==> config.mk <==
export PLATFORM = sky130hd
export DESIGN_NAME = parking_ctrl_gen
export DESIGN_NICKNAME = d
export VERILOG_FILES = /design/src/rtl/parking_pkg.sv /design/src/rtl/parking_hour_timer.sv /design/src/rtl/parking_ctrl_gen.sv
export SDC_FILE = /design/constraint.sdc
export NUM_CORES = 1
export LEC_CHECK = 0
export ABC_CLOCK_PERIOD_IN_PS = 14300
export CAP_MARGIN = 10
export CORE_UTILIZATION = 30
export DETAILED_ROUTE_END_ITERATION = 12
export GPL_ROUTABILITY_DRIVEN = 1
export PLACE_DENSITY = 0.53
export SLEW_MARGIN = 20
export SYNTH_ARGS = -nofsm -noshare
export SYNTH_HDL_FRONTEND = slang
export SYNTH_SLANG_ARGS = --single-unit
==> constraint.sdc <==
create_clock -name clock -period 14.3 [get_ports clock]
set_input_delay 2.86 -clock clock [delete_from_list [all_inputs] [get_ports clock]]
set_output_delay 2.86 -clock clock [all_outputs]
set_load 0.005 [all_outputs]
==> src/rtl/parking_pkg.sv <==
// Shared constants and the hourly university-capacity schedule for the campus
// parking controller.
package parking_pkg;

  localparam int DEF_CNT_W          = 10;
  localparam int HOUR_W             = 5;
  localparam int DEF_CLOCKS_IN_HOUR = 500;
  localparam int DEF_START_HOUR     = 8;
  localparam int DEF_HOURS_PER_DAY  = 24;
  localparam int DEF_TOTAL_CAP      = 700;
  localparam int DEF_UNI_CAP_BASE   = 500;
  localparam int DEF_UNI_CAP_STEP   = 50;
  localparam int DEF_UNI_CAP_MIN    = 200;
  localparam int DEF_RAMP_START     = 5;

  // University capacity for hour index h: flat before the ramp, then falling
  // by one step per hour down to the floor.
  function automatic int uni_cap_at(input int h, input int base, input int step,
                                    input int cap_min, input int ramp_start);
    int cap;
    if (h < ramp_start) begin
      cap = base;
    end else begin
      cap = base - step * (h - ramp_start + 32'sd1);
      cap = (cap < cap_min) ? cap_min : cap;
    end
    return cap;
  endfunction

endpackage

==> src/rtl/parking_hour_timer.sv <==
// Time-of-day timer: counts clocks within the hour and the hour index within
// the day. hour_tick / day_wrap flag that the coming clock edge ends the hour / day.
module parking_hour_timer
  import parking_pkg::*;
#(
  parameter int CLOCKS_IN_HOUR = DEF_CLOCKS_IN_HOUR,
  parameter int HOURS_PER_DAY  = DEF_HOURS_PER_DAY
) (
  input  logic              clock,
  input  logic              reset,
  output logic [HOUR_W-1:0] hour_idx,
  output logic              hour_tick,
  output logic              day_wrap
);

  localparam int CYC_W = (CLOCKS_IN_HOUR > 1) ? $clog2(CLOCKS_IN_HOUR) : 1;
  localparam logic [CYC_W-1:0]  CYC_LAST  = CYC_W'(CLOCKS_IN_HOUR - 1);
  localparam logic [HOUR_W-1:0] HOUR_LAST = HOUR_W'(HOURS_PER_DAY - 1);

  logic [CYC_W-1:0]  cyc_d, cyc_q;
  logic [HOUR_W-1:0] hour_d, hour_q;

  // Next-state for the cycle counter and hour index.
  always_comb begin
    hour_tick = (cyc_q == CYC_LAST);
    day_wrap  = hour_tick && (hour_q == HOUR_LAST);
    if (hour_tick) begin
      cyc_d = {CYC_W{1'b0}};
    end else begin
      cyc_d = cyc_q + CYC_W'(1'b1);
    end
    if (day_wrap) begin
      hour_d = {HOUR_W{1'b0}};
    end else if (hour_tick) begin
      hour_d = hour_q + HOUR_W'(1'b1);
    end else begin
      hour_d = hour_q;
    end
  end

  // Timer state registers.
  always_ff @(posedge clock or posedge reset) begin
    if (reset) begin
      cyc_q  <= {CYC_W{1'b0}};
      hour_q <= {HOUR_W{1'b0}};
    end else begin
      cyc_q  <= cyc_d;
      hour_q <= hour_d;
    end
  end

  assign hour_idx = hour_q;

endmodule

==> src/rtl/parking_ctrl_gen.sv <==
// Second-generation campus parking controller: per-class occupancy, free space
// from the hourly capacity schedule, reject/fault pulses. Optional PARKING_PEAK_EN
// adds per-day peak occupancy outputs.
module parking_ctrl_gen
  import parking_pkg::*;
#(
  parameter int CLOCKS_IN_HOUR = DEF_CLOCKS_IN_HOUR,
  parameter int START_HOUR     = DEF_START_HOUR,
  parameter int HOURS_PER_DAY  = DEF_HOURS_PER_DAY,
  parameter int TOTAL_CAP      = DEF_TOTAL_CAP,
  parameter int UNI_CAP_BASE   = DEF_UNI_CAP_BASE,
  parameter int UNI_CAP_STEP   = DEF_UNI_CAP_STEP,
  parameter int UNI_CAP_MIN    = DEF_UNI_CAP_MIN,
  parameter int RAMP_START     = DEF_RAMP_START,
  parameter int CNT_W          = DEF_CNT_W
) (
  input  logic              clock,
  input  logic              reset,
  input  logic              car_entered,
  input  logic              is_uni_car_entered,
  input  logic              car_exited,
  input  logic              is_uni_car_exited,
  output logic [HOUR_W-1:0] hour,
  output logic [CNT_W-1:0]  uni_parked_car,
  output logic [CNT_W-1:0]  parked_car,
  output logic [CNT_W-1:0]  uni_vacated_space,
  output logic [CNT_W-1:0]  vacated_space,
  output logic              uni_is_vacated_space,
  output logic              is_vacated_space,
  output logic              ja_nist,
  output logic              faulty_exit
`ifdef PARKING_PEAK_EN
  ,
  output logic [CNT_W-1:0]  uni_peak,
  output logic [CNT_W-1:0]  gen_peak
`endif
);

  localparam int CAP_W = CNT_W + 4;
  localparam logic [CNT_W-1:0]        CNT_ZERO    = {CNT_W{1'b0}};
  localparam logic [CNT_W-1:0]        CNT_ONE     = CNT_W'(1'b1);
  localparam logic signed [CAP_W-1:0] TOTAL_CAP_S = CAP_W'(TOTAL_CAP);
  localparam logic [CNT_W-1:0]        RST_UNI_VAC = CNT_W'(UNI_CAP_BASE);
  localparam logic [CNT_W-1:0]        RST_GEN_VAC = CNT_W'(TOTAL_CAP - UNI_CAP_BASE);
  localparam logic [HOUR_W-1:0]       START_HOUR_V = HOUR_W'(START_HOUR);

  function automatic logic signed [CAP_W-1:0] cap_of(input logic [HOUR_W-1:0] idx);
    return CAP_W'(uni_cap_at(int'(idx), UNI_CAP_BASE, UNI_CAP_STEP, UNI_CAP_MIN, RAMP_START));
  endfunction

  // Capacity minus occupancy, clamped at zero: shrinking capacity never goes negative.
  function automatic logic [CNT_W-1:0] free_of(input logic signed [CAP_W-1:0] cap,
                                               input logic [CNT_W-1:0] cnt);
    logic signed [CAP_W-1:0] diff;
    diff = cap - $signed({4'b0000, cnt});
    if (diff[CAP_W-1]) begin
      free_of = CNT_ZERO;
    end else begin
      free_of = diff[CNT_W-1:0];
    end
  endfunction

  logic [HOUR_W-1:0]       hour_idx_s, hour_next_s;
  logic                    hour_tick_s, day_wrap_s;
  logic signed [CAP_W-1:0] uni_cap_now_s, gen_cap_now_s, uni_cap_next_s, gen_cap_next_s;

  logic [HOUR_W-1:0] hour_d, hour_q;
  logic [CNT_W-1:0]  uni_parked_d, uni_parked_q, parked_d, parked_q;
  logic [CNT_W-1:0]  uni_vac_d, uni_vac_q, vac_d, vac_q;
  logic              uni_is_vac_d, uni_is_vac_q, is_vac_d, is_vac_q;
  logic              ja_nist_d, ja_nist_q, faulty_exit_d, faulty_exit_q;

  parking_hour_timer #(
    .CLOCKS_IN_HOUR (CLOCKS_IN_HOUR),
    .HOURS_PER_DAY  (HOURS_PER_DAY)
  ) u_timer (
    .clock     (clock),
    .reset     (reset),
    .hour_idx  (hour_idx_s),
    .hour_tick (hour_tick_s),
    .day_wrap  (day_wrap_s)
  );

  // Occupancy update: exits before entries so a same-class pair can swap a car
  // at full capacity; free space is then recomputed against next hour's capacity.
  always_comb begin
    uni_cap_now_s = cap_of(hour_idx_s);
    gen_cap_now_s = TOTAL_CAP_S - uni_cap_now_s;
    if (day_wrap_s) begin
      hour_next_s = {HOUR_W{1'b0}};
    end else if (hour_tick_s) begin
      hour_next_s = hour_idx_s + HOUR_W'(1'b1);
    end else begin
      hour_next_s = hour_idx_s;
    end
    uni_cap_next_s = cap_of(hour_next_s);
    gen_cap_next_s = TOTAL_CAP_S - uni_cap_next_s;

    uni_parked_d  = uni_parked_q;
    parked_d      = parked_q;
    ja_nist_d     = 1'b0;
    faulty_exit_d = 1'b0;

    if (car_exited && is_uni_car_exited) begin
      if (uni_parked_d != CNT_ZERO) uni_parked_d = uni_parked_d - CNT_ONE;
      else                          faulty_exit_d = 1'b1;
    end else if (car_exited) begin
      if (parked_d != CNT_ZERO) parked_d = parked_d - CNT_ONE;
      else                      faulty_exit_d = 1'b1;
    end else begin
      faulty_exit_d = 1'b0;
    end

    if (car_entered && is_uni_car_entered) begin
      if (free_of(uni_cap_now_s, uni_parked_d) != CNT_ZERO) uni_parked_d = uni_parked_d + CNT_ONE;
      else                                                  ja_nist_d = 1'b1;
    end else if (car_entered) begin
      if (free_of(gen_cap_now_s, parked_d) != CNT_ZERO) parked_d = parked_d + CNT_ONE;
      else                                              ja_nist_d = 1'b1;
    end else begin
      ja_nist_d = 1'b0;
    end

    if (day_wrap_s) begin
      uni_parked_d  = CNT_ZERO;
      parked_d      = CNT_ZERO;
      ja_nist_d     = 1'b0;
      faulty_exit_d = 1'b0;
    end else begin
      uni_parked_d  = uni_parked_d;
      parked_d      = parked_d;
    end

    uni_vac_d    = free_of(uni_cap_next_s, uni_parked_d);
    vac_d        = free_of(gen_cap_next_s, parked_d);
    uni_is_vac_d = (uni_vac_d != CNT_ZERO);
    is_vac_d     = (vac_d != CNT_ZERO);
    hour_d       = START_HOUR_V + hour_next_s;
  end

  // Output registers.
  always_ff @(posedge clock or posedge reset) begin
    if (reset) begin
      hour_q        <= START_HOUR_V;
      uni_parked_q  <= CNT_ZERO;
      parked_q      <= CNT_ZERO;
      uni_vac_q     <= RST_UNI_VAC;
      vac_q         <= RST_GEN_VAC;
      uni_is_vac_q  <= 1'b1;
      is_vac_q      <= 1'b1;
      ja_nist_q     <= 1'b0;
      faulty_exit_q <= 1'b0;
    end else begin
      hour_q        <= hour_d;
      uni_parked_q  <= uni_parked_d;
      parked_q      <= parked_d;
      uni_vac_q     <= uni_vac_d;
      vac_q         <= vac_d;
      uni_is_vac_q  <= uni_is_vac_d;
      is_vac_q      <= is_vac_d;
      ja_nist_q     <= ja_nist_d;
      faulty_exit_q <= faulty_exit_d;
    end
  end

  assign hour                 = hour_q;
  assign uni_parked_car       = uni_parked_q;
  assign parked_car           = parked_q;
  assign uni_vacated_space    = uni_vac_q;
  assign vacated_space        = vac_q;
  assign uni_is_vacated_space = uni_is_vac_q;
  assign is_vacated_space     = is_vac_q;
  assign ja_nist              = ja_nist_q;
  assign faulty_exit          = faulty_exit_q;

`ifdef PARKING_PEAK_EN
  logic [CNT_W-1:0] uni_peak_d, uni_peak_q, gen_peak_d, gen_peak_q;

  // Daily high-water marks track the new counts and restart with the day.
  always_comb begin
    if (day_wrap_s) begin
      uni_peak_d = CNT_ZERO;
      gen_peak_d = CNT_ZERO;
    end else begin
      uni_peak_d = (uni_parked_d > uni_peak_q) ? uni_parked_d : uni_peak_q;
      gen_peak_d = (parked_d > gen_peak_q) ? parked_d : gen_peak_q;
    end
  end

  // Peak registers.
  always_ff @(posedge clock or posedge reset) begin
    if (reset) begin
      uni_peak_q <= CNT_ZERO;
      gen_peak_q <= CNT_ZERO;
    end else begin
      uni_peak_q <= uni_peak_d;
      gen_peak_q <= gen_peak_d;
    end
  end

  assign uni_peak = uni_peak_q;
  assign gen_peak = gen_peak_q;
`else
  // Peak tracking is not built in this configuration.
`endif

endmodule

# Word-level counts from Yosys, hierarchy flattened
# Index checks and enable logic that the tools add are counted.
[classes] n_addsub=19 mul=2 n_div=0 n_lt_le_gt_ge=4 n_eq_ne=2 shift=0 n_mux=36 bitwise=0 reduce_logical=9
[op_table] cell="10-bit 2-to-1 mux" n=19
[op_table] cell="10-bit nonzero test" n=6
[op_table] cell="14-bit 2-to-1 mux" n=4
[op_table] cell="14-bit by 11-bit subtractor with 14-bit output" n=4
[op_table] cell="15-bit by 9-bit < comparator with 1-bit output (second input constant)" n=2
[op_table] cell="10-bit by 14-bit subtractor with 15-bit output (first input constant)" n=2
[op_table] cell="11-bit by 14-bit subtractor with 14-bit output (first input constant)" n=2
[op_table] cell="6-bit by 7-bit multiplier with 13-bit output (first input constant)" n=2
[op_table] cell="10-bit by 1-bit adder with 10-bit output (second input constant)" n=2
[op_table] cell="10-bit by 1-bit subtractor with 10-bit output (second input constant)" n=2
[op_table] cell="6-bit by 2-bit adder with 7-bit output (second input constant)" n=2
[op_table] cell="5-bit by 3-bit subtractor with 6-bit output (second input constant)" n=2
[op_table] cell="5-bit by 3-bit < comparator with 1-bit output (second input constant)" n=2
[op_table] cell="1-bit 2-to-1 mux" n=10
[op_table] cell="5-bit 2-to-1 mux" n=2
[op_table] cell="9-bit by 1-bit adder with 9-bit output (second input constant)" n=1
[op_table] cell="9-bit equality test (second input constant)" n=1
[op_table] cell="9-bit 2-to-1 mux" n=1
[op_table] cell="4-bit by 5-bit adder with 5-bit output (first input constant)" n=1
[op_table] cell="5-bit by 1-bit adder with 5-bit output (second input constant)" n=1
[op_table] cell="5-bit equality test (second input constant)" n=1
[op_table] cell="1-bit logical AND" n=3
[word_totals] register_bits=63 latch_bits=0 ramBits=0 rom_bits=0 in_bits=6 out_inout_bits=49 word_cells=83 memories=0

# Longest topological paths before layout
# Gate-level depths: netlist of run 1.
[depth] depth_word=20 mapped_depth=62 depth_no_buf=59

# Hierarchy
# A second synthesis of run 1 with hierarchy kept.
[unflattened] cells_unflattened=992 area_unflattened_um2=8286.7
[by_module_without_submodules] module="parking_ctrl_gen" n_inst=1 cells_per_inst=926 area_each_um2=7552.2 seq_area_each_um2=1241.2
[by_module_without_submodules] module="parking_hour_timer" n_inst=1 cells_per_inst=66 area_each_um2=734.5 seq_area_each_um2=350.3

# Worst setup path after synthesis of run 1
# OpenSTA, ideal clock, no wires.
[synth_path] kind="reg-to-reg" from="register u_timer.hour_q[0], in the netlist u_timer.hour_idx[0]" to="register vac_q[4], in the netlist vacated_space[4]" setup_ns=0.132 arrival_ns=11.436 required_ns=14.168 slack_ns=2.732 path_stages_with_launch=57 n_path_buf=2 period_less_slack_ns=11.568 path_cell_list="dfrtp_1 -> buf_2 -> inv_1 -> ha_1 -> and4_1 -> o311ai_1 -> a21oi_1 -> a31oi_1 -> inv_1 -> ha_1 -> fa_1 -> ha_1 -> ha_1 -> or2_1 -> o31ai_2 -> xnor2_1 -> or2_1 -> or4_1 -> [... 21 more ...] -> ha_1 -> inv_1 -> fa_1 -> a21oi_1 -> nor2_1 -> nor2_1 -> o21bai_1 -> a21oi_1 -> o21bai_1 -> a21oi_1 -> nor2b_1 -> o21a_1 -> o21ai_0 -> nand2b_1 -> a21oi_1 -> xor2_1 -> clkbuf_1 -> nor2_1"
[synth_via] elab_chain_len=19 word_cells_on_any_way=34 cone_classes="add/sub (11); mul (2); order compare (4); eq/ne (1); mux (14); reduce/logical (2)"
[synth_rtl] item="from (decl)" line="parking_hour_timer.sv:21" source="logic [HOUR_W-1:0] hour_d, hour_q;"
[synth_rtl] item="from (signal assigned)" line="parking_hour_timer.sv:45" source="hour_q <= {HOUR_W{1'b0}};"
[synth_rtl] item="from (signal assigned)" line="parking_hour_timer.sv:48" source="hour_q <= hour_d;"
[synth_rtl] item="5-bit by 3-bit subtractor with 6-bit output" line="parking_pkg.sv:24" source="cap = base - step * (h - ramp_start + 32'sd1);"
[synth_rtl] item="6-bit by 2-bit adder with 7-bit output" line="parking_pkg.sv:24"
[synth_rtl] item="6-bit by 7-bit multiplier with 13-bit output" line="parking_pkg.sv:24"
[synth_rtl] item="10-bit by 14-bit subtractor with 15-bit output" line="parking_pkg.sv:24"
[synth_rtl] item="15-bit by 9-bit < comparator with 1-bit output" line="parking_pkg.sv:25" source="cap = (cap < cap_min) ? cap_min : cap;"
[synth_rtl] item="14-bit 2-to-1 mux" line="parking_pkg.sv:25"
[synth_rtl] item="14-bit 2-to-1 mux" line="parking_pkg.sv:21" source="if (h < ramp_start) begin"
[synth_rtl] item="11-bit by 14-bit subtractor with 14-bit output" line="parking_ctrl_gen.sv:88" source="gen_cap_now_s = TOTAL_CAP_S - uni_cap_now_s;"
[synth_rtl] item="[... 5 more ...]"
[synth_rtl] item="10-bit 2-to-1 mux" line="parking_ctrl_gen.sv:118" source="if (free_of(gen_cap_now_s, parked_d) != CNT_ZERO) parked_d = parked_d + CNT_ONE;"
[synth_rtl] item="10-bit 2-to-1 mux" line="parking_ctrl_gen.sv:117" source="end else if (car_entered) begin"
[synth_rtl] item="10-bit 2-to-1 mux" line="parking_ctrl_gen.sv:114" source="if (car_entered && is_uni_car_entered) begin"
[synth_rtl] item="10-bit 2-to-1 mux *" line="parking_ctrl_gen.sv:124" source="if (day_wrap_s) begin"
[synth_rtl] item="named net parked_d[2]" line="parking_ctrl_gen.sv:68" source="logic [CNT_W-1:0] uni_parked_d, uni_parked_q, parked_d, parked_q;"
[synth_rtl] item="14-bit by 11-bit subtractor with 14-bit output *" line="parking_ctrl_gen.sv:55" source="diff = cap - $signed({4'b0000, cnt});"
[synth_rtl] item="10-bit 2-to-1 mux *" line="parking_ctrl_gen.sv:56" source="if (diff[CAP_W-1]) begin"
[synth_rtl] item="named net vac_d[4]" line="parking_ctrl_gen.sv:69" source="logic [CNT_W-1:0] uni_vac_d, uni_vac_q, vac_d, vac_q;"
[synth_rtl] item="to (signal assigned)" line="parking_ctrl_gen.sv:158" source="vac_q <= vac_d;"
[synth_rtl] item="to (decl)" line="parking_ctrl_gen.sv:69"
# Mark *: on every way through the listed nets, which the timed path passes. The rest lies on a longest branch. The select of a mux whose other input is x is not followed.

# Worst setup path after layout of run 1
[layout_path] from="register u_timer.hour_q[1], in the netlist u_timer.hour_idx[1]" to="register vac_q[8], in the netlist vacated_space[8]"
# The elaborated chain is that of the path after synthesis.

==> results of run 1 <==
-- worst paths after layout --
check                                         startpoint                    endpoint  slack (ns)  depth (start not counted)
min in group asynchronous                          reset           hour[4]$_DFF_PP0_        3.03                          3
hold reg to reg               u_timer.cyc_q[0]$_DFF_PP0_  u_timer.cyc_q[0]$_DFF_PP0_        0.48                          1
setup / recovery           u_timer.hour_idx[1]$_DFF_PP0_  vacated_space[8]$_DFF_PP0_        1.26                         54
max in group asynchronous                          reset           ja_nist$_DFF_PP0_       10.70                          3
setup reg to reg           u_timer.hour_idx[1]$_DFF_PP0_  vacated_space[8]$_DFF_PP0_        1.26                         54
hold / removal                u_timer.cyc_q[0]$_DFF_PP0_  u_timer.cyc_q[0]$_DFF_PP0_        0.48                          1
-- state kept, by name, summed over array words and instances (netlist names) --
register              count
u_timer.hour_idx          5
uni_is_vacated_space      1
ja_nist                   1
uni_vacated_space        10
parked_car               10
uni_parked_car           10
u_timer.cyc_q             9
hour                      2
vacated_space            10
is_vacated_space          1
faulty_exit               1
-- Yosys cell counts, drive strengths merged (8+ instances only) --
cell,number,area share (%)
or3,19,1.5
clkbuf,12,0.55
a21oi,57,3.5
nor2,82,3.7
a211oi,13,1.5
dfrtp,48,15
xnor2,74,8.0
dfstp,12,3.8
nand3,24,1.5
nor3,42,2.6
xor2,42,4.5
a21o,13,1.2
o211ai,13,1.2
or2,12,0.91
nand4,14,1.1
o21ai,41,2.5
and3,8,0.61
nor4,9,0.69
nand2,76,3.5
buf,16,1.4
nor2b,9,0.78
fa,11,2.7
inv,106,4.8
a31oi,9,0.69
nand2b,18,1.4
ha,114,17
o21bai,13,1.2
-- cell families (layout without fill, tap and decap cells) --
family / after synthesis / in the layout / synth area share (%)
XOR/XNOR: 117 / 117 / 12.7
adder cells (fa/ha/maj): 125 / 125 / 20.1
AO/OA/AOI/OAI: 222 / 222 / 19.0
flip-flops: 60 / 60 / 18.5
AND/OR/NAND/NOR: 350 / 350 / 22.1
multiplexers: 7 / 7 / 0.869
buffers and inverters: 134 / 183 / 6.77
-- critical path, delay by kind of cell, from the launching register on --
kind	cells	cell delay [ns]
AND/OR/NAND/NOR	14	3.25
flip-flops	1	0.73
AO/OA/AOI/OAI	24	4.47
XOR/XNOR	3	0.76
adder cells (fa/ha/maj)	9	3.35
buffers and inverters	4	0.31
-- report_power, final --
part           internal (mW)  leakage [nW]  switching [mW]
Clock                  0.140         0.142          0.0891
Sequential             0.235         0.738          0.0505
Combinational          0.447          3.12           0.529
Total                  0.822          4.00           0.669
-- cell type report --
class / instances / area [um2] / area share (%)
clock inverters: 5 / 58.8 / 0.627
clock buffers: 11 / 243 / 2.59
multi-input cells: 821 / 6150 / 65.5
well taps: 341 / 427 / 4.55
inverters: 106 / 398 / 4.24
repair buffers: 61 / 593 / 6.32
flip-flops and latches: 60 / 1520 / 16.2
-- per-layer routing --
layer / track usage (%) / up-vias
met5: 0 / -
met4: 5.46 / 0
met3: 2.39 / 35
met2: 26.1 / 162
met1: 21.5 / 3432
li1: - / 3688
-- per-stage QoR --
step                instances  utilization [%]
finish                   1405             34.9
CTS                      1405             34.9
global placement         1389             33.8
global route             1405             34.9
detailed placement       1389             33.8
floorplan                1015                -
-- what timing repair did --
| item | 4_1_cts | 5_1_grt |
|---|---|---|
| hold buffers | 0 | 0 |
| endpoints found under the setup margin | 0 | 11 |
| resized for setup | 0 | 1 |
==> reports/results.ini, run 1 <==
[final_layout]
mostFrequentLayoutCell = ha_1
layout_common_cells = ha_1, inv_1, nor2_1, nand2_1, xnor2_1
design_area_um2 = 9380
antenna-diode-count = 0
syn2layout_area_growth_pct = 14.3
nets = 1190
drive_above_1_share_pct = 7.52
fillers = 2810

[setup_path]
arrival_ns = 13.26
worstPathRequired_ns = 14.52
critPathKind = reg -> reg
worstSetupStartpointType = flip-flop
cp_common_cell = a21oi_1
cp_slowest_cell = dfrtp_1
critPathCaptureType = flip-flop
max_stage_delay_ns = 0.73
crit_fanout = 20

[cts]
postCtsSetupBuffers = 0
cts_buffers = 9
clk_latency_ns = 0.35
cts_buffer_depth = 2
cts.clk_slew.worst_paths_ns = 0.06
root_buffer = clkbuf_16
h-tree-depth = 3
tritoncts = yes
clock-sinks = 60

[yosys]
ys_types = 93
yosysSeqAreaShare_pct = 18.5
synth_seq_cells = 60
syn_avg_cell_area_um2 = 8.09
synthesis.area_um2 = 8210
async_flop_share_pct = 100
synthCells = 1015
synth_flop_cell = dfrtp_1
syn-num-nets = 1146
synth_edf_count = 0
ys_warn_count = 0

[routing]
met2_length_um = 9900
viasPerCell = 5.21
num_vias = 7317
drtPass1Iterations = 6
wl_um = 21800
met1_length_um = 10500
ant_nets = 0
wl_met3_um = 911
maxUsedRoutingLayer = met4
drt_iter0_drc = 354
drc = 0
routedWlPerCell_um = 15.5

[grt]
overflow = 0
groute.usage.overall_pct = 16.0
antenna_found_initial = 0
grt_pass1_wl_um = 36000
grt_start_max_net_pins = 61
grt_pass1_vias = 7051

[timing]
maxSlewViolCount = 0
rsz0062_at_grt = false
slew_headroom_pct = 46.5
finalSetupViolCount = 0
fin_skew_ns = 0.0111
fin_crit_sh_pct = 91.2
max_freq_ghz = 0.0767
hold_viol = 0
min_period_ns = 13.04
tightestPinTransition_ns = 0.795
timing.final.ws_setup_ns = 1.26
setup_tns_ns = 0
hold_slack_ns = 0.483

[floorplan]
die_area_um2 = 28000
placementRows = 60
core_area_um2 = 26900
die_y_um = 167
die_x_um = 167
ioPinCount = 55
start_util_pct = 30.6

[hold_path]
hold_path_class = reg -> reg

[power_and_ir_drop]
vdd_drop_max_uv = 65.3
power_mw = 1.49
p_leak_nw = 4.00
power.density_nw_per_um2 = 159

[flow_run]
drv_cap = 0

[place]
gp_congestion = 0.882
dpl.hpwl_um = 17400
dp_slack_ns = 1.11
placed_cell_area_um2 = 9070
io_buffers = 54

[status]
status = finished, final reports clean

No activity file was read; power rests on OpenSTA's default activity.
==> run 2: changes to the inputs <==
- CORE_UTILIZATION: 30 -> 35
- PLACE_DENSITY: 0.53 -> 0.59
==> reports/results.ini, run 2 (synthesis gave the netlist of run 1 again) <==
[status]
status = finished, final reports clean

[final_layout]
mostFrequentLayoutCell = ha_1
nets = 1189  ; -0.084%
design_area_um2 = 9330  ; -0.55%
fillers = 2346  ; -17%
antenna-diode-count = 0  ; unchanged
fin_util_pct = 40.8  ; +5.9 points
layout_common_cells = ha_1, inv_1, nor2_1, nand2_1, xnor2_1
post_layout_nonfiller_instances = 1376  ; -2.1%
syn2layout_area_growth_pct = 13.6
drive_above_1_share_pct = 7.43  ; -0.087 points

[power_and_ir_drop]
seqPwrFrac_pct = 19.2  ; about the same
p_int_mw = 0.818  ; -0.51%
switching_share_pct = 44.6  ; -0.24 points
power.clock.fraction_pct = 15.1  ; -0.3 points
net-switching-power_mw = 0.659  ; -1.5%
power.density_nw_per_um2 = 158  ; -0.40%
p_leak_nw = 3.99  ; -0.22%
vdd_drop_max_uv = 75.6  ; +16%
power_frac_comb_pct = 65.6  ; about the same

[place]
io_buffers = 54  ; unchanged
dp.cells = 1360  ; -2.1%
dp_slack_ns = 1.06  ; -0.0446 ns
dpl.hpwl_um = 16500  ; -5.1%
gp_congestion = 0.874  ; -0.84%
placed_cell_area_um2 = 9030  ; -0.47%

[routing]
viasPerCell = 5.28  ; +1.4%
drt_iter0_drc = 482  ; +36%
wl_met3_um = 802  ; -12%
maxUsedRoutingLayer = met4
routedWlPerCell_um = 15.2  ; -2.2%
wl_um = 20900  ; -4.2%
drtPass1Iterations = 5  ; -1
met1_length_um = 10300  ; -1.3%
met2_length_um = 9510  ; -3.9%
ant_nets = 0  ; unchanged
num_vias = 7263  ; -0.74%
drc = 0  ; unchanged

[setup_path]
worstSetupStartpointType = flip-flop
arrival_ns = 13.33  ; +0.07 ns
critPathCaptureType = flip-flop
cp_common_cell = a21oi_1
crit_fanout = 20  ; unchanged
worstPathRequired_ns = 14.51  ; about the same
cp_slowest_cell = dfrtp_1
critPathKind = reg -> reg
crit_start = u_timer.hour_idx[1]$_DFF_PP0_
max_stage_delay_ns = 0.74  ; about the same
r2r-start = u_timer.hour_idx[1]$_DFF_PP0_

[timing]
timing.final.ws_setup_ns = 1.19  ; -0.0672 ns
tightestPinTransition_ns = 0.918  ; +0.123 ns
hold_viol = 0  ; unchanged
max_freq_ghz = 0.0763  ; -0.51%
slew_headroom_pct = 38.8  ; -7.7 points
finalSetupViolCount = 0  ; unchanged
rsz0062_at_grt = false
fin_skew_ns = 0.00871  ; -0.00239 ns
fin_crit_sh_pct = 91.7  ; +0.47 points
maxSlewViolCount = 0  ; unchanged
setup_tns_ns = 0  ; unchanged
min_period_ns = 13.11  ; +0.0672 ns

[cts]
root_buffer = clkbuf_16
clk_latency_ns = 0.35  ; about the same
tritoncts = yes
cts.clk_slew.worst_paths_ns = 0.06  ; about the same
h-tree-depth = 3  ; unchanged
clock-sinks = 60  ; unchanged
postCtsSetupBuffers = 0  ; unchanged
cts_buffers = 9  ; unchanged
cts_buffer_depth = 2  ; unchanged

[grt]
grt_start_max_net_pins = 61  ; unchanged
grt_pass1_vias = 7017  ; -0.48%
grt_pass1_wl_um = 35200  ; -2.3%
antenna_found_initial = 0  ; unchanged
overflow = 0  ; unchanged
groute.usage.overall_pct = 18.2  ; +2.2 points

[floorplan]
core_area_um2 = 22800  ; -15%
die_x_um = 155  ; -7.3%
die_area_um2 = 24100  ; -14%
start_util_pct = 35.9  ; +5.4 points
ioPinCount = 55  ; unchanged
placementRows = 55  ; -8.3%
die_y_um = 155  ; -7.3%

[hold_path]
hp-start = u_timer.cyc_q[0]$_DFF_PP0_
hold_path_class = reg -> reg

[flow_run]
drv_cap = 0  ; unchanged

run 2: area by class of cell:
class / instances / area, um2 / share of cell area [%]
Clock buffer: 10 / 229 / 2.45
Clock inverter: 6 / 63.8 / 0.684
Inverter: 106 / 398 / 4.26
Multi-Input combinational cell: 821 / 6150 / 65.9
Sequential cell: 60 / 1520 / 16.3
Tap cell: 313 / 392 / 4.20
Timing Repair Buffer: 60 / 586 / 6.28
run 2: worst max-delay path, delay by kind of cell (launching register included):
kind	cells	cell delay, ns
xor gates and xnor gates	3	0.78
AOI/OAI and AO/OA	24	4.46
DFF	1	0.74
buffers and inverters	4	0.31
adders and majority gates	9	3.37
and+or+nand+nor	14	3.26
run 2: metrics by stage:
stage               hold WS, ns  power (mW)
finish                    0.487        1.48
global route              0.513        1.63
CTS                       0.487        1.48
detailed placement        0.479        1.25
global placement          0.473        1.24
floorplan                 0.448       0.982
run 2: final timing paths:
kind	slack, ns	depth (start not counted)	to
max reg2reg	1.19	54	vacated_space[9]$_DFF_PP0_
max	1.19	54	vacated_space[9]$_DFF_PP0_
min	0.49	1	u_timer.cyc_q[0]$_DFF_PP0_
max in group asynchronous	10.70	3	ja_nist$_DFF_PP0_
min in group asynchronous	3.03	3	hour[4]$_DFF_PP0_
min reg2reg	0.49	1	u_timer.cyc_q[0]$_DFF_PP0_
run 2: what timing repair did:
action	CTS	global route
setup endpoints to repair	0	2
hold endpoints to repair	0	0
resized for setup	0	1
hold buffers	0	0
run 2: power by group through the flow:
stage	clock network [mW]	registers, mW	logic, mW
6_report	0.223	0.284	0.970
3_5_place_dp	0	0.288	0.961
2_1_floorplan	0	0.280	0.702
3_3_place_gp	0	0.288	0.956
5_1_grt	0.237	0.291	1.10
4_1_cts	0.229	0.285	0.969
run 2: per-layer routing:
layer  up-vias  global-route usage [%]
met5         -                       0
met4         0                    3.64
met3        15                    2.65
met2       147                    30.2
met1      3410                    25.1
li1       3691                       -
==> run 3: changes to the inputs <==
- GPL_TIMING_DRIVEN: unset -> 0
- SKIP_CTS_REPAIR_TIMING: unset -> 1
==> reports/results.ini, run 3 (synthesis gave the netlist of run 1 again) <==
[status]
status = finished, final reports clean

[cts]
cts_buffer_depth = 2  ; unchanged
cts_buffers = 9  ; unchanged
h-tree-depth = 3  ; unchanged
root_buffer = clkbuf_16
tritoncts = yes
clk_latency_ns = 0.35  ; about the same
cts.clk_slew.worst_paths_ns = 0.06  ; about the same
clock-sinks = 60  ; unchanged

[final_layout]
fin_util_pct = 41.5  ; +0.68 points
nets = 1212  ; +1.9%
post_layout_nonfiller_instances = 1399  ; +1.7%
design_area_um2 = 9490  ; +1.7%
syn2layout_area_growth_pct = 15.5
mostFrequentLayoutCell = ha_1
layout_common_cells = ha_1, inv_1, nor2_1, nand2_1, xnor2_1
fillers = 2363  ; +0.72%
drive_above_1_share_pct = 8.38  ; +0.95 points
antenna-diode-count = 0  ; unchanged

[power_and_ir_drop]
switching_share_pct = 44.5  ; -0.070 points
seqPwrFrac_pct = 19.2  ; about the same
power_frac_comb_pct = 65.5  ; about the same
p_int_mw = 0.823  ; +0.54%
power.density_nw_per_um2 = 156  ; -1.2%
vdd_drop_max_uv = 74.3  ; -1.7%
power.clock.fraction_pct = 15.3  ; +0.2 points
p_leak_nw = 4.09  ; +2.5%
net-switching-power_mw = 0.661  ; +0.25%

[setup_path]
max_stage_delay_ns = 0.47  ; -0.27 ns
crit_fanout = 10  ; -50%
critPathKind = reg -> reg
cp_slowest_cell = or4_1
worstPathRequired_ns = 14.52  ; about the same
critPathBufInv = 7  ; +3
critPathCaptureType = flip-flop
cp_common_cell = a21oi_1
arrival_ns = 13.51  ; +0.18 ns
critical_path.top_delay_family = compound AO/OA/AOI/OAI gates
worstSetupStartpointType = flip-flop

[routing]
num_vias = 7270  ; +0.096%
routedWlPerCell_um = 14.8  ; -2.5%
ant_nets = 0  ; unchanged
drtPass1Iterations = 5  ; unchanged
wl_um = 20700  ; -0.92%
viasPerCell = 5.20  ; -1.5%
drc = 0  ; unchanged
drt_iter0_drc = 511  ; +6.0%

[floorplan]
placementRows = 55  ; unchanged
die_area_um2 = 24100  ; unchanged
core_area_um2 = 22800  ; unchanged
ioPinCount = 55  ; unchanged
die_x_um = 155  ; unchanged
die_y_um = 155  ; unchanged
start_util_pct = 35.9  ; unchanged

[timing]
rsz0062_at_grt = false
timing.final.ws_setup_ns = 1.01  ; -0.182 ns
finalSetupViolCount = 0  ; unchanged
hold_viol = 0  ; unchanged
fin_skew_ns = 0.00927  ; +0.000563 ns
slew_headroom_pct = 43.2  ; +4.4 points
tightestPinTransition_ns = 0.849  ; -0.0696 ns
min_period_ns = 13.29  ; +0.182 ns
setup_tns_ns = 0  ; unchanged
maxSlewViolCount = 0  ; unchanged
fin_crit_sh_pct = 93.0  ; +1.3 points
max_freq_ghz = 0.0752  ; -1.4%

[hold_path]
hold_path_class = reg -> reg

[grt]
antenna_found_initial = 0  ; unchanged
overflow = 0  ; unchanged
groute.usage.overall_pct = 17.8  ; -0.36 points
grt_start_max_net_pins = 51  ; -16%
grt_pass1_wl_um = 34500  ; -2.1%
grt_pass1_vias = 6884  ; -1.9%

[place]
placed_cell_area_um2 = 9180  ; +1.7%
gp_congestion = 0.842  ; -3.7%
dpl.hpwl_um = 16700  ; +1.1%
io_buffers = 54  ; unchanged
dp.cells = 1383  ; +1.7%
dp_slack_ns = 0.777  ; -0.287 ns

[flow_run]
drv_cap = 0  ; unchanged

-- run 3: worst register-to-register path: cells and delay by family, from the launching register on --
family	cells	cell delay, ns
fa+ha+maj	9	3.27
flops	1	0.43
xor+xnor	3	0.70
buf+inv	7	1.10
simple gates	14	3.04
compound gates	24	4.63
-- run 3: power by group through the flow --
| stage | registers (mW) | clock network (mW) | logic, mW |
|---|---|---|---|
| finish | 0.285 | 0.227 | 0.972 |
| global route | 0.293 | 0.239 | 1.09 |
| CTS | 0.286 | 0.233 | 0.973 |
| detailed placement | 0.288 | 0 | 0.965 |
| global placement | 0.288 | 0 | 0.958 |
| floorplan | 0.280 | 0 | 0.702 |
-- run 3: layout make-up --
class / instances / area [um2] / area share, %
multi-input cells: 821 / 6150 / 64.8
flip-flops and latches: 60 / 1520 / 16.0
repair buffers: 55 / 568 / 5.99
inverters: 106 / 400 / 4.22
well taps: 313 / 392 / 4.13
clock buffers: 9 / 225 / 2.37
plain buffers: 28 / 159 / 1.67
clock inverters: 7 / 75.1 / 0.791
-- run 3: metal layers --
metal | track usage, % | wire length, um | vias to the layer above
met5 | 0 | 0 | -
met4 | 4.86 | 335 | 0
met3 | 3.18 | 929 | 20
met2 | 28.8 | 9260 | 136
met1 | 24.4 | 10100 | 3377
li1 | - | - | 3737
-- run 3: worst paths after layout --
check / from / end / slack [ns] / cells past startpoint
min in group asynchronous: reset / hour[4]$_DFF_PP0_ / 2.78 / 2
worst min-delay path: u_timer.cyc_q[0]$_DFF_PP0_ / u_timer.cyc_q[0]$_DFF_PP0_ / 0.49 / 1
worst min register to register: u_timer.cyc_q[0]$_DFF_PP0_ / u_timer.cyc_q[0]$_DFF_PP0_ / 0.49 / 1
worst max-delay path: u_timer.hour_idx[0]$_DFF_PP0_ / vacated_space[0]$_DFF_PP0_ / 1.01 / 57
worst max register to register: u_timer.hour_idx[0]$_DFF_PP0_ / vacated_space[0]$_DFF_PP0_ / 1.01 / 57
max in group asynchronous: reset / vacated_space[3]$_DFF_PP1_ / 10.96 / 3
-- run 3: through the flow --
stage          hold slack, ns  total power, mW
6_report                0.489             1.48
5_1_grt                 0.519             1.63
4_1_cts                 0.490             1.49
3_5_place_dp            0.482             1.25
3_3_place_gp            0.474             1.25
2_1_floorplan           0.448            0.982
